--- src/rtl/seq_mult_nxn_pkg.sv ---
// Shared types and elaboration helpers for the sequential N x N multiplier.
// Holds the FSM encoding and the slice-count / counter-width calculations.
package seq_mult_pkg;

  typedef enum logic [1:0] {
    ST_IDLE = 2'b00,
    ST_CALC = 2'b01,
    ST_DONE = 2'b10
  } state_t;

  function automatic int calc_n(input int data_w, input int slice_w);
    int n;
    if (slice_w < 1) begin
      n = 1;
    end else begin
      n = data_w / slice_w;
    end
    return (n < 1) ? 1 : n;
  endfunction

  // Width of the partial-product index t = 0 .. N*N-1 (at least one bit).
  function automatic int calc_idx_w(input int n);
    return ((n * n) > 1) ? $clog2(n * n) : 1;
  endfunction

  function automatic int calc_sel_w(input int n);
    return (n > 1) ? $clog2(n) : 1;
  endfunction

endpackage

--- src/rtl/seq_mult_nxn_slice.sv ---
// Combinational SLICE_W x SLICE_W -> 2*SLICE_W unsigned multiplier.
// Instantiated once and time-shared by seq_mult_nxn.
module slice_mult #(
  parameter int SLICE_W = 4
) (
  input  logic [SLICE_W-1:0]   i_a,
  input  logic [SLICE_W-1:0]   i_b,
  output logic [2*SLICE_W-1:0] o_p
);

  localparam int PP_W = 2 * SLICE_W;

  assign o_p = PP_W'(i_a) * PP_W'(i_b);

endmodule

--- src/rtl/seq_mult_nxn.sv ---
// Sequential DATA_W x DATA_W multiplier built from one slice multiplier with
// shift-and-accumulate. Define SEQ_MULT_SIGNED_EN for two's-complement operands.
module seq_mult_nxn
  import seq_mult_pkg::*;
#(
  parameter int DATA_W  = 8,
  parameter int SLICE_W = 4
) (
  input  logic                clk,
  input  logic                reset,
  input  logic                start,
  input  logic [DATA_W-1:0]   dataa,
  input  logic [DATA_W-1:0]   datab,
  output logic                busy,
  output logic                done,
  output logic [2*DATA_W-1:0] product
);

  localparam int N     = calc_n(DATA_W, SLICE_W);
  localparam int NN    = N * N;
  localparam int IDX_W = calc_idx_w(N);
  localparam int SEL_W = calc_sel_w(N);
  localparam int PW    = 2 * DATA_W;
  localparam int PP_W  = 2 * SLICE_W;

  if ((SLICE_W < 1) || (DATA_W < 1) || ((DATA_W % SLICE_W) != 0)) begin : g_param_check
    $error("seq_mult_nxn: DATA_W must be a positive multiple of SLICE_W");
  end

  state_t              r_state;
  logic [DATA_W-1:0]   r_a;
  logic [DATA_W-1:0]   r_b;
  logic [PW-1:0]       r_acc;
  logic [IDX_W-1:0]    r_idx;
  logic [SEL_W-1:0]    r_i;
  logic [SEL_W-1:0]    r_j;
  logic                r_busy;
  logic                r_done;
  logic [PW-1:0]       r_product;

  logic [SLICE_W-1:0]  w_a_slice;
  logic [SLICE_W-1:0]  w_b_slice;
  logic [PP_W-1:0]     w_pp;
  logic [PW-1:0]       w_pp_shifted;
  logic [PW-1:0]       w_result;
  logic                w_last;
  logic [DATA_W-1:0]   w_a_cap;
  logic [DATA_W-1:0]   w_b_cap;

`ifdef SEQ_MULT_SIGNED_EN
  logic                r_sign;

  function automatic logic [DATA_W-1:0] magnitude(input logic [DATA_W-1:0] v);
    return v[DATA_W-1] ? (~v + DATA_W'(1'b1)) : v;
  endfunction

  assign w_a_cap  = magnitude(dataa);
  assign w_b_cap  = magnitude(datab);
  assign w_result = r_sign ? (~r_acc + PW'(1'b1)) : r_acc;
`else
  assign w_a_cap  = dataa;
  assign w_b_cap  = datab;
  assign w_result = r_acc;
`endif

  slice_mult #(
    .SLICE_W (SLICE_W)
  ) u_slice (
    .i_a (w_a_slice),
    .i_b (w_b_slice),
    .o_p (w_pp)
  );

  // Select the current operand slices and align the partial product.
  always_comb begin
    w_a_slice    = SLICE_W'(r_a >> (int'(r_i) * SLICE_W));
    w_b_slice    = SLICE_W'(r_b >> (int'(r_j) * SLICE_W));
    w_pp_shifted = PW'(w_pp) << ((int'(r_i) + int'(r_j)) * SLICE_W);
    w_last       = (r_idx == IDX_W'(NN - 1));
  end

  // Control FSM, operand capture, accumulator and registered outputs.
  always_ff @(posedge clk) begin
    if (reset) begin
      r_state   <= ST_IDLE;
      r_a       <= '0;
      r_b       <= '0;
      r_acc     <= '0;
      r_idx     <= '0;
      r_i       <= '0;
      r_j       <= '0;
      r_busy    <= 1'b0;
      r_done    <= 1'b0;
      r_product <= '0;
`ifdef SEQ_MULT_SIGNED_EN
      r_sign    <= 1'b0;
`endif
    end else begin
      r_done <= 1'b0;
      case (r_state)
        ST_IDLE: begin
          if (start) begin
            r_a     <= w_a_cap;
            r_b     <= w_b_cap;
`ifdef SEQ_MULT_SIGNED_EN
            r_sign  <= dataa[DATA_W-1] ^ datab[DATA_W-1];
`endif
            r_acc   <= '0;
            r_idx   <= '0;
            r_i     <= '0;
            r_j     <= '0;
            r_busy  <= 1'b1;
            r_state <= ST_CALC;
          end else begin
            r_state <= ST_IDLE;
          end
        end
        ST_CALC: begin
          r_acc <= r_acc + w_pp_shifted;
          if (w_last) begin
            r_idx   <= '0;
            r_i     <= '0;
            r_j     <= '0;
            r_state <= ST_DONE;
          end else begin
            r_idx <= r_idx + IDX_W'(1'b1);
            // i walks the A slices fastest; j steps once per full row.
            if (r_i == SEL_W'(N - 1)) begin
              r_i <= '0;
              r_j <= r_j + SEL_W'(1'b1);
            end else begin
              r_i <= r_i + SEL_W'(1'b1);
            end
          end
        end
        ST_DONE: begin
          r_product <= w_result;
          r_done    <= 1'b1;
          r_busy    <= 1'b0;
          r_state   <= ST_IDLE;
        end
        default: begin
          r_busy  <= 1'b0;
          r_state <= ST_IDLE;
        end
      endcase
    end
  end

  assign busy    = r_busy;
  assign done    = r_done;
  assign product = r_product;

endmodule

--- config.mk ---
export PLATFORM = sky130hd
export DESIGN_NAME = seq_mult_nxn
export DESIGN_NICKNAME = d
export VERILOG_FILES = /design/src/rtl/seq_mult_nxn_pkg.sv /design/src/rtl/seq_mult_nxn_slice.sv /design/src/rtl/seq_mult_nxn.sv
export SDC_FILE = /design/constraint.sdc
export NUM_CORES = 1
export LEC_CHECK = 0
export ABC_AREA = 1
export CAP_MARGIN = 20
export CORE_AREA = 2 2 119 121
export DETAILED_ROUTE_END_ITERATION = 16
export DIE_AREA = 0 0 121 123
export SETUP_SLACK_MARGIN = 0.3
export SLEW_MARGIN = 10
export SYNTH_ARGS = -nofsm -noshare
export SYNTH_HDL_FRONTEND = slang
export SYNTH_SLANG_ARGS = --single-unit
--- constraint.sdc ---
create_clock -name clk -period 5.5 [get_ports clk]
set_clock_uncertainty 0.1 [all_clocks]
set_input_delay 1.65 -clock clk [delete_from_list [all_inputs] [get_ports clk]]
set_output_delay 1.65 -clock clk [all_outputs]
set_load 0.05 [all_outputs]
==> metrics.md <==
| Metric | Value |
|---|---|
| Multiplexer area fraction after synthesis | 0.0270 |
| Cell taking the most area after synthesis | dfxtp_1 |
| Simple-gate share of the synthesized area | 0.264 |
| CP delay by family, top | adder cells |
| Critical path buffers and inverters | 3 |
| Skew-Pair Late Insertion Delay | 300 ps |
| Nets | 554 |
| Synth top area cells | dfxtp_1 34%, nand2_1 15%, a21oi_1 11% |
| Finished Layout Cells | 682 |
| RSZ-0062 raised after global routing | false |
| Post-synth EDFFs | 0 |
| Yosys reg bits | 56 |
| Syn avg cell area | 7.08 µm² |
| Worst Path Required | 5540 ps |
| Measured slew at the worst slew-check pin | 1030 ps |
| Clock sink count | 56 |
| Port Buffers | 36 |
| Die Wd | 121 µm |
| Die area | 0.0149 mm² |
| Total GRT Usage | 0.115 |
| Area Growth Syn to Fin | 20.7% |
| Share of the synthesized area in the top cell type | 0.336 |
| Initial antenna violation count | 0 |
| R2R Setup Slk | 730 ps |
| Clk pwr share | 0.356 |
| Grt ovf | 0 |
| Max cap viols | 0 |
| Via count | 3102 |
| Layout cell share with drive strength beyond 1 | 0.0558 |
| XOR/XNOR share of the synthesized area | 0.00788 |
| Synth Area in Adders | 0.139 |
| Main combinational cell family by area after synthesis | simple AND/OR/NAND/NOR gates |
| Starting Density | 0.245 |
| Routed WL per cell | 12.3 µm |
| TritonCTS Buffers | 5 |
| Worst Setup Path Type | reg -> reg |
| Fillers | 1490 |
| Status | complete, no violations |
| Int Pwr | 0.644 mW |
| Final Hold Viols | 0 |
| Fin. max-slew vios | 0 |
| Row cnt | 43 |
| Compound-Gate Fraction of Synth Area | 0.168 |
| Post-CTS Resized | 0 |
| Root Buffer | clkbuf_16 |
| Vias in the first global route | 2827 |
| Final Setup Violations | 0 |
| Fin crit share | 0.867 |
| Syn Inst Count | 471 |
| Clock Pin Slew Worst Setup and Hold Paths | 70 ps |
| GPL Wtd Cong | 0.862 |
| CTS tree | done |
| Worst-path cell chain | mux2i_1 -> or2_2 -> fa_1 -> inv_1 -> fa_1 -> inv_1 -> fa_1 -> o21ai_0 -> xnor2_1 -> nand2_1 -> o21ai_0 -> nor2_1 -> ha_1 -> inv_1 -> nor3_1 -> and3_1 -> nand2_1 -> nand2b_1 -> nand3_1 -> nand3_1 -> a21oi_1 |
| CP max stage delay | 550 ps |
| Slowest CP cell | fa_1 |
| YS warnings | 0 |
| Sequential power share | 0.480 |
| Commonest non-fill, non-tap cell in the layout | nand2_1 |
| Half-perimeter wire length after placement | 6370 µm |
| Power per cell area | 224 mW/mm² |
| Pin count of the biggest net entering global routing | 57 |
| Peak VDD IR | 0.113 mV |
| Post-synthesis cell area | 0.00334 mm² |
| Placed cell count | 674 |
| DRT Pass-1 Iters | 5 |
| Hold_buf cts | 0 |
| Main synth FF type | dfxtp_1 |
| Drt via density | 4.55 |
| Syn nets | 524 |
| P_leak | 1.65 nW |
| Comb pwr share | 0.164 |
| Total negative setup slack | 0 ps |
| H-Tree Depth | 2 |
| Slew headroom | 0.310 |
| Number of routed nets with antenna violations | 0 |
| # diodes | 0 |
| Core area | 0.0136 mm² |
| I/O pin cnt | 37 |
| CP max FO | 7 |
| CP arrival | 4810 ps |
| HP Class | reg -> reg |
| Min Clock Period, post-route | 4770 ps |
| Fmax | 210 MHz |
| Library cells used by synthesis | 33 |
| Number of setup buffers added after CTS | 0 |
| Initial drt markers | 187 |
| Total wire length | 8380 µm |
| Worst-case clock buffer depth | 2 |
| Die height | 123 µm |
| First-pass GRT wire length | 13600 µm |
| Kind of end point of the critical path | register |
| P_sw | 0.258 mW |
| Switching part of the total | 0.286 |
| Post-synthesis sequential area ratio | 0.336 |
| DRC Markers | 0 |
| FFs w/ async S/R, synth | 0 |
| Worst setup SP type | register |
| Most frequent cells in the layout | 129 x nand2_1, 74 x a21oi_1, 54 x dfxtp_1 |
==> tightest hold or removal path, stage by stage (launching register included) <==
cell and delay (ps):
dfxtp_1 310, nand2_1 60, a21oi_1 50
==> final cells by class <==
type                            count  area [µm²]  share of cell area
Clock buffer                        6         129              0.0320
Clock inverter                      2        16.3             0.00404
Sequential cell                    56        1120               0.279
Tap cell                          180         225              0.0559
Inverter                           35         131              0.0326
Timing Repair Buffer               39         378              0.0938
Multi-Input combinational cell    364        2020               0.503
==> power by group through the flow <==
stage,Clock [mW],Sequential [mW],Combinational (mW)
final,0.321,0.433,0.148
after global routing,0.349,0.435,0.164
after CTS,0.332,0.433,0.148
after detailed placement,0,0.442,0.148
after global placement,0,0.442,0.145
after floorplan,0,0.442,0.0993
==> metrics by stage <==
stage | util | instance area, µm² | setup WS [ps] | power [mW] | hold WS, ps
after floorplan | - | 3340 | 896 | 0.542 | 344
after global placement | 0.285 | 3880 | 658 | 0.587 | 350
after detailed placement | 0.285 | 3880 | 574 | 0.590 | 351
after CTS | 0.295 | 4020 | 544 | 0.913 | 362
after global routing | 0.296 | 4030 | 377 | 0.947 | 388
final | 0.296 | 4030 | 729 | 0.902 | 361
==> cell families (layout without fill, tap and decap cells) <==
kind of cell | after synthesis | count (layout)
and+or+nand+nor | 212 | 212
DFF | 56 | 56
adders and majority gates | 34 | 34
muxes | 9 | 9
buffers and inverters | 51 | 82
AOI/OAI and AO/OA | 106 | 106
xor gates and xnor gates | 3 | 3
==> layer usage <==
layer  vias up  track usage  share of wire
met5         -            0              0
met4         0       0.0305          0.011
met3         9       0.0291          0.063
met2        79        0.185           0.45
met1      1389        0.152           0.47
li1       1625            -              -
==> state kept, by name, indices dropped and copies added (netlist names) <==
name	count
done	1
r_acc	16
r_state	2
r_idx	2
r_b	8
r_j	1
product	16
r_a	8
busy	1
r_i	1
==> cell usage after synthesis (4+ instances only) <==
cell type and count:
nand2_1 129, nor3_1 4, nand3_1 21, mux2i_1 9
dfxtp_1 56, fa_1 5, inv_2 5, ha_1 29
inv_1 29, a21oi_1 74, clkbuf_1 12, nor2_1 40
o21ai_0 18, nand4_1 6, or2_2 6
==> final timing paths <==
| kind | cells after the start | endpoint | startpoint |
|---|---|---|---|
| worst max register to register | 21 | r_acc[15]$_SDFFE_PP0P_ | r_j$_SDFFE_PP0P_ |
| worst max-delay path | 21 | r_acc[15]$_SDFFE_PP0P_ | r_j$_SDFFE_PP0P_ |
| worst min register to register | 2 | product[1]$_SDFFE_PP0P_ | product[1]$_SDFFE_PP0P_ |
| worst min-delay path | 2 | product[1]$_SDFFE_PP0P_ | product[1]$_SDFFE_PP0P_ |
Power figures use the tool's default switching activity.
